--- src/rtl/column_pattern_gen.sv ---
// rtl/column_pattern_gen.sv - obstacle column pattern source for the scrolling LED playfield
//
// Emits an endless stream of columns: SPACING blank columns, then PIPE_W
// pipe columns sharing one pseudo-random gap, handed out over valid/ready.
//
// Ports:
//   clk          rising-edge clock
//   reset        asynchronous active-low reset
//   restart      synchronous reload of FSM and LFSR (active-high, beats freeze)
//   freeze       holds all state; col_valid forced low while high
//   col_ready    consumer accepts the current column
//   col_valid    output_data holds a valid column
//   output_data  ROWS cells, 1 = wall, index 0 = top row
//   is_pipe      current column is a pipe column
//   gap_top      first open row of the current or most recent pipe
//   difficulty   pipe_cnt[3:2] (only with COLPAT_DIFFICULTY_EN)
//
// Optional feature macro: COLPAT_DIFFICULTY_EN (shrinking gap, difficulty port).
module column_pattern_gen #(
  parameter int          ROWS    = 16,
  parameter int          GAP     = 4,
  parameter int          PIPE_W  = 2,
  parameter int          SPACING = 4,
  parameter logic [7:0]  SEED    = 8'hA5
) (
  input  logic                    clk,
  input  logic                    reset,
  input  logic                    restart,
  input  logic                    freeze,
  input  logic                    col_ready,
  output logic                    col_valid,
  output logic                    output_data [0:ROWS-1],
  output logic                    is_pipe,
  output logic [$clog2(ROWS)-1:0] gap_top
`ifdef COLPAT_DIFFICULTY_EN
  ,
  output logic [1:0]              difficulty
`endif
);

  localparam int         K        = $clog2(ROWS);
  localparam logic [7:0] SEED_EFF = (SEED == 8'h00) ? 8'h01 : SEED;
  localparam logic [K:0] GAP_W    = (K+1)'(GAP);
  localparam logic [K:0] ROWS_W   = (K+1)'(ROWS);

  typedef enum logic [1:0] {PRIME, SPACE, PIPE} state_t;

  state_t          r_state, w_state_n;
  logic            r_armed, w_armed_n;
  logic            r_valid, w_valid_n;
  logic [7:0]      r_lfsr, w_lfsr_n, w_lfsr_step;
  logic [15:0]     r_cnt, w_cnt_n;
  logic [K-1:0]    r_gap_top, w_gap_n;
  logic [ROWS-1:0] r_data, w_data_n;
  logic            r_is_pipe;
  logic            w_fire;
  logic [K:0]      w_gap_eff, w_max_top, w_raw, w_clamp;

`ifdef COLPAT_DIFFICULTY_EN
  logic [3:0]      r_pipe_cnt, w_pipe_cnt_n;
  logic [K:0]      w_dec;

  // Gap narrows by one every four pipes, never below two rows.
  assign w_dec     = (K+1)'(r_pipe_cnt[3:2]);
  assign w_gap_eff = (GAP_W < w_dec + (K+1)'(2)) ? (K+1)'(2) : GAP_W - w_dec;
  assign difficulty = r_pipe_cnt[3:2];
`else
  assign w_gap_eff = GAP_W;
`endif

  assign w_fire      = r_valid & col_ready & ~freeze;
  assign w_lfsr_step = {r_lfsr[6:0], r_lfsr[7] ^ r_lfsr[5] ^ r_lfsr[4] ^ r_lfsr[3]};

  // Keep at least one wall cell above and below the gap.
  assign w_max_top = ROWS_W - w_gap_eff - (K+1)'(1);
  assign w_raw     = {1'b0, r_lfsr[K-1:0]};
  assign w_clamp   = (w_raw < (K+1)'(1)) ? (K+1)'(1) :
                     (w_raw > w_max_top) ? w_max_top : w_raw;

  always_comb begin
    w_state_n = r_state;
    w_armed_n = r_armed;
    w_valid_n = r_valid;
    w_lfsr_n  = r_lfsr;
    w_cnt_n   = r_cnt;
    w_gap_n   = r_gap_top;
`ifdef COLPAT_DIFFICULTY_EN
    w_pipe_cnt_n = r_pipe_cnt;
`endif
    case (r_state)
      // First edge after reset/restart only arms; the second opens the stream.
      PRIME: begin
        if (!freeze) begin
          if (!r_armed) begin
            w_armed_n = 1'b1;
          end else begin
            w_state_n = SPACE;
            w_cnt_n   = '0;
            w_valid_n = 1'b1;
          end
        end
      end
      SPACE: begin
        if (w_fire) begin
          w_lfsr_n = w_lfsr_step;
          if (r_cnt == 16'(SPACING-1)) begin
            w_state_n = PIPE;
            w_cnt_n   = '0;
            w_gap_n   = w_clamp[K-1:0];
          end else begin
            w_cnt_n = r_cnt + 16'd1;
          end
        end
      end
      PIPE: begin
        if (w_fire) begin
          w_lfsr_n = w_lfsr_step;
          if (r_cnt == 16'(PIPE_W-1)) begin
            w_state_n = SPACE;
            w_cnt_n   = '0;
`ifdef COLPAT_DIFFICULTY_EN
            if (r_pipe_cnt != 4'hF) w_pipe_cnt_n = r_pipe_cnt + 4'd1;
`endif
          end else begin
            w_cnt_n = r_cnt + 16'd1;
          end
        end
      end
      default: w_state_n = PRIME;
    endcase
  end

  // Column image for the next state; pipe effective gap is stable for a whole pipe.
  always_comb begin
    w_data_n = '0;
    for (int i = 0; i < ROWS; i++) begin
      w_data_n[i] = (w_state_n == PIPE) &&
                    !(((K+1)'(i) >= {1'b0, w_gap_n}) &&
                      ((K+1)'(i) <  {1'b0, w_gap_n} + w_gap_eff));
    end
  end

  always_ff @(posedge clk or negedge reset) begin
    if (!reset) begin
      r_state   <= PRIME;
      r_armed   <= 1'b0;
      r_valid   <= 1'b0;
      r_lfsr    <= SEED_EFF;
      r_cnt     <= '0;
      r_gap_top <= '0;
      r_data    <= '0;
      r_is_pipe <= 1'b0;
`ifdef COLPAT_DIFFICULTY_EN
      r_pipe_cnt <= '0;
`endif
    end else if (restart) begin
      r_state   <= PRIME;
      r_armed   <= 1'b0;
      r_valid   <= 1'b0;
      r_lfsr    <= SEED_EFF;
      r_cnt     <= '0;
      r_gap_top <= '0;
      r_data    <= '0;
      r_is_pipe <= 1'b0;
`ifdef COLPAT_DIFFICULTY_EN
      r_pipe_cnt <= '0;
`endif
    end else begin
      r_state   <= w_state_n;
      r_armed   <= w_armed_n;
      r_valid   <= w_valid_n;
      r_lfsr    <= w_lfsr_n;
      r_cnt     <= w_cnt_n;
      r_gap_top <= w_gap_n;
      r_data    <= w_data_n;
      r_is_pipe <= (w_state_n == PIPE);
`ifdef COLPAT_DIFFICULTY_EN
      r_pipe_cnt <= w_pipe_cnt_n;
`endif
    end
  end

  // freeze gates valid directly so release shows the held column in the same cycle.
  assign col_valid = r_valid & ~freeze;
  assign is_pipe   = r_is_pipe;
  assign gap_top   = r_gap_top;

  always_comb begin
    for (int i = 0; i < ROWS; i++) output_data[i] = r_data[i];
  end

endmodule

--- config.mk ---
export PLATFORM = sky130hd
export DESIGN_NAME = column_pattern_gen
export DESIGN_NICKNAME = d
export VERILOG_FILES = /design/src/rtl/column_pattern_gen.sv
export SDC_FILE = /design/constraint.sdc
export NUM_CORES = 1
export LEC_CHECK = 0
export CAP_MARGIN = 10
export CORE_ASPECT_RATIO = 1.5
export CORE_MARGIN = 2
export CORE_UTILIZATION = 50
export CTS_BUF_LIST = sky130_fd_sc_hd__clkbuf_16
export DETAILED_ROUTE_END_ITERATION = 16
export PLACE_DENSITY = 0.78
export SYNTH_ARGS = -nofsm -noshare
export SYNTH_HDL_FRONTEND = slang
export SYNTH_SLANG_ARGS = --single-unit
export TNS_END_PERCENT = 10
--- constraint.sdc ---
create_clock -name clk -period 2.8 [get_ports clk]
set_clock_uncertainty 0.2 [all_clocks]
set_input_delay 0.56 -clock clk [delete_from_list [all_inputs] [get_ports clk]]
set_output_delay 0.56 -clock clk [all_outputs]
set_load 0.01 [all_outputs]
Yosys cells after proc, flatten, opt, wreduce, memory -nomap -nowiden
Index checks and enable logic that the tools add are counted.
W data, S select, Z words.
{ "totals": {"reg_bits": 49, "in_bits": 5} }
{ "op_classes": {"addsub": 2, "order_cmp": 33, "n_eq_ne": 10, "n_mux": 34, "bitwise_logic": 7, "n_reduce_logical": 58} }
{ "op_table": {"columns": ["cell", "count"], "rows": [
  ["$mux W16", 8],
  ["$pmux W16 S3", 1],
  ["$lt A4 B5 Y1 const A", 8],
  ["$logic_and A1 B1 Y1", 31],
  ["$ge A4 B4 Y1 const A", 7],
  ["$mux W4", 6],
  ["$mux W8", 3],
  ["$lt A3 B5 Y1 const A", 4],
  ["$add A16 B1 Y16 const B", 1],
  ["$eq A16 B1 Y1 const B", 1],
  ["$eq A16 B2 Y1 const B", 1],
  ["$ge A3 B4 Y1 const A", 4],
  ["$logic_not A1 Y1", 16],
  ["$mux W2", 7],
  ["$ne A3 B3 Y1 const B", 4],
  ["$lt A1 B5 Y1 const A", 2],
  ["$lt A2 B5 Y1 const A", 2],
  ["$ge A1 B4 Y1 const A", 2],
  ["$ge A2 B4 Y1 const A", 2],
  ["$mux W1", 8],
  ["$reduce_bool A2 Y1", 4],
  ["$pmux W2 S3", 1],
  ["$add A4 B3 Y5 const B", 1],
  ["$reduce_and A5 Y1", 1],
  ["13 further kinds", 19]
]} }

Depth between registers and ports, before layout
{ "logic_depth": {"ltp_word": 12, "mapped_depth": 10} }

Least setup slack after synthesis
No wires, ideal clock.
{ "synth_timing": {"kind": "register to register", "from": "register r_cnt[12]", "to": "register r_data[8]", "setup_time_ns": 0.077, "arrival_ns": 2.574, "required_ns": 2.523, "path_slack_ns": -0.052, "path_stages_with_launch": 8, "path_buffers": 0, "synth_period_minus_slack_ns": 2.852, "cell_sequence": "dfrtp_1 nor4_4 nand3_4 nor3_4 mux2_2 ha_1 or3_1 a21oi_1"} }
{ "synth_between": {"elab_chain_cells": 10} }
{ "synth_lines": {"columns": ["item", "line_no", "rtl"], "rows": [
  ["from (decl)", "52", "logic [15:0] r_cnt, w_cnt_n;"],
  ["from (signal assigned)", "173", "r_cnt <= w_cnt_n;"],
  ["$eq A16 B2 Y1", "106", "if (r_cnt == 16'(SPACING-1)) begin"],
  ["$mux W4", "106", null],
  ["$mux W4", "104", "if (w_fire) begin"],
  ["$mux W4", "90", "case (r_state)"],
  ["$add A4 B3 Y5", "139", "((K+1)'(i) < {1'b0, w_gap_n} + w_gap_eff));"],
  ["$lt A4 B5 Y1", "139", null],
  ["$logic_and A1 B1 Y1", "138", "!(((K+1)'(i) >= {1'b0, w_gap_n}) &&"],
  ["$logic_not A1 Y1", "138", null],
  ["$logic_and A1 B1 Y1 (*)", "137", "w_data_n[i] = (w_state_n == PIPE) &&"],
  ["$mux W16 (*)", "156", "end else if (restart) begin"],
  ["to (signal assigned)", "175", "r_data <= w_data_n;"],
  ["to (decl)", "54", "logic [ROWS-1:0] r_data, w_data_n;"]
]} }
Mark *: on every way between the ends. The rest lies on a longest branch, timed or not.
A chain may end at the register's enable or synchronous reset.

Final worst setup path
{ "layout_timing": {"from": "input col_ready", "to": "register r_data[14]"} }
{ "layout_between": {"elab_chain_cells": 10} }
{ "layout_lines": {"columns": ["item", "line_no", "rtl"], "rows": [
  ["from (decl)", "30", "input logic col_ready,"],
  ["$and A1 B1 Y1 (*) (2 in series)", "71", "assign w_fire = r_valid & col_ready & ~freeze;"],
  ["$mux W4", "104", null],
  ["$mux W4", "90", null],
  ["$add A4 B3 Y5", "139", null],
  ["$lt A4 B5 Y1", "139", null],
  ["$logic_and A1 B1 Y1", "138", null],
  ["$logic_not A1 Y1", "138", null],
  ["$logic_and A1 B1 Y1 (*)", "137", null],
  ["$mux W16 (*)", "156", null]
]} }
Marks and branches as above.

==> metrics.yaml <==
cp-start-kind: "primary input"
max_slew_margin_pct: 43.3
vias: 2550
dieWidth_um: 65.6
cts_buffers: 5
clkPwrFrac_pct: 44.9
num_rows: 33
grt_remaining_overflow: 0
n_antenna_cell: 0
clock_tree.root_cell: "clkbuf_16"
synth.avg_cell_area_um2: 9.20
drc_errors: 0
drv_cap: 0
synthToLayoutAreaGrowth_pct: 27.1
r2r_cells: 9
ys_types: 51
seqPwrFrac_pct: 48.9
path_cells: "clkdlybuf4s50_1 -> and3b_2 -> nand2_2 -> nor3_4 -> mux2_4 -> buf_4 -> ha_1 -> a21oi_1 -> o21ai_0 -> a211oi_1"
crit_slowest_cell: "clkdlybuf4s50_1"
synth_top_area_share_pct: 39.6
yosys-top-cells-area: "dfrtp_1, nand2_1, ha_1, nor2_1, a21oi_1"
synth_compound_area_share_pct: 18.7
comb_power_share_pct: 6.2
ir_drop_mv: 0.280
synthMuxAreaShare_pct: 2.16
critPathMaxStageDelay_ns: 0.47
cts.sinks: 49
synth_most_common_cell: "dfrtp_1"
period_share_pct: 98.2
grt_use_total_pct: 23.9
cp.buffers_inverters: 2
wl_per_cell_um: 15.8
tightestPinTransition_ns: 0.850
power.leakage_uw: 0.00161
hold_viol: 0
hpwl_um: 5190
drive_gt1_share_pct: 19.0
synthCells: 309
fillers: 434
initial_core_util_pct: 51.8
insertion_delay_ns: 0.29
first_pass_iters: 4
p_int_uw: 1160
grt_max_degree: 40
boundaryPins: 27
grt_pass1_vias: 2488
finalSetupViolCount: 0
p_sw_share_pct: 20.7
h-tree-depth: 2
nets: 382
yosys.area_share.simple_pct: 26.1
hold_path.class: "in -> async"
max_freq_mhz: 364
cts_tree: "done"
synth_edf_count: 0
synth_top_area_cell: "dfrtp_1"
period_minus_slack_ns: 2.75
crit_cells: 10
clk_pin_slew_ns: 0.07
hold_buffers: 0
synth_area_mm2: 0.00284
end_kind: "flip-flop"
synthAdderAreaFrac_pct: 4.40
gp_congestion: 0.953
syn_nets: 324
synthFlopType: "dfrtp_1"
path_class: "in -> reg"
fp.dieH_um: 96.4
startpoint: "col_ready"
worstPathRequired_ns: 2.80
synth_top_family_by_area: "simple AND/OR/NAND/NOR gates"
ys_warn_count: 0
viasPerCell: 5.82
p_switching_uw: 304
slew_violations: 0
path_max_fanout: 4
antenna_found_initial: 0
fin_hold_ws_ns: 0.182
grt_pass1_wl_um: 11500
final_antenna_net_count: 0
wirelength_um: 6910
cts_buffer_depth: 2
outcome: "finished clean"
fin_tns_setup_ns: 0
critPathArrivalTime_ns: 2.74
synthArstFlopShare_pct: 100
power_density_mw_per_mm2: 406
ys_ff_latch: 49
port_buffers: 26
netlist_top_cells_count: "dfrtp_1, nand2_1, nor2_1"
drtIter0Drc: 177
core_area_mm2: 0.00549
rr_startpoint: "r_cnt[9]"
path_delay_family: "buffers and inverters"
synth_xor_xnor_area_share_pct: 2.16
fp.dieArea_mm2: 0.00632
synth-seq-area-share_pct: 43.3
cells by family after synthesis:
kind of cell               Yosys count
and+or+nand+nor                    137
xor gates and xnor gates             7
muxes                                5
adders and majority gates           10
AOI/OAI and AO/OA                   78
DFF                                 49
buffers and inverters               23
layout by cell type (no fill, tap or decap), types with 2 or more instances in the layout:
cell type / instances
dfrtp_1: 44
buf_4: 37
nand2_1: 33
nor2_1: 32
clkdlybuf4s50_1: 25
a21oi_1: 21
o21ai_0: 14
nand3_1: 11
inv_1: 11
ha_1: 9
nor2b_1: 8
a22o_1: 8
and3_1: 7
nor3_1: 7
a211oi_1: 7
xnor2_1: 7
nand2b_1: 6
nand3b_1: 5
nor4_1: 5
and2_1: 5
clkbuf_16: 5
a31oi_1: 4
or3_1: 4
dfstp_2: 4
o31ai_1: 3
mux2_4: 3
nand4_1: 3
a311oi_1: 3
a21o_1: 3
nor4_4: 2
mux2i_1: 2
a2111oi_2: 2
nor3b_1: 2
a211o_1: 2
o311ai_0: 2
sequential cells by signal, indices dropped and copies added (netlist names):
register and count:
r_data 16, r_cnt 16, r_valid 1, is_pipe 1, r_lfsr 8, r_armed 1, r_state 2, gap_top 4
per-layer routing:
layer / part of all wire, % / global-route usage (%)
met1: 37 / 23.9
met2: 57 / 46.6
met3: 2.7 / 3.74
met4: 2.9 / 11.8
met5: 0 / 0
power by group through the flow:
stage,clock [µW],combinational [µW],sequential [µW]
6_report,658,91.1,717
5_1_grt,702,104,717
4_1_cts,670,91.6,717
3_5_place_dp,0,90.8,730
3_3_place_gp,0,88.6,730
2_1_floorplan,0,46.5,728
per-stage QoR:
step           cell area (µm²)  total power, µW  std cells  worst slack (ns)  util, %
5_1_grt                   3610             1520        438           -0.0738     65.8
3_3_place_gp              3400              818        427            -0.268     61.9
6_report                  3610             1470        438            0.0513     65.8
4_1_cts                   3570             1480        435            0.0544     65.1
3_5_place_dp              3400              821        427            -0.328     61.9
2_1_floorplan             2850              775        309            0.0130        -
path summary, 6_finish.rpt:
| path | endpoint | slack (ns) |
|---|---|---|
| hold reg to reg | r_cnt[15] | 0.29 |
| min in group clk | r_cnt[15] | 0.29 |
| hold / removal | r_data[13] | 0.18 |
| max in group asynchronous | r_cnt[14] | 1.53 |
| setup / recovery | r_data[14] | 0.05 |
| setup reg to reg | r_data[14] | 0.09 |
what timing repair did:
action,CTS,global route
setup endpoints to repair,3,6
pin swaps,0,4
cloned,0,0
endpoints found under the hold margin,0,0
buffers inserted,0,3
gates resized for setup,2,3
cell type report:
| cell class | instances | area (µm²) | area share, % |
|---|---|---|---|
| clock buffers | 5 | 125 | 3.46 |
| clock inverters | 3 | 37.5 | 1.04 |
| inverters | 11 | 41.3 | 1.14 |
| multi-input cells | 237 | 1560 | 43.1 |
| flip-flops and latches | 49 | 1230 | 34.1 |
| well taps | 70 | 87.6 | 2.42 |
| repair buffers | 63 | 533 | 14.8 |
Note: power is estimated with default switching activity, not from simulation.
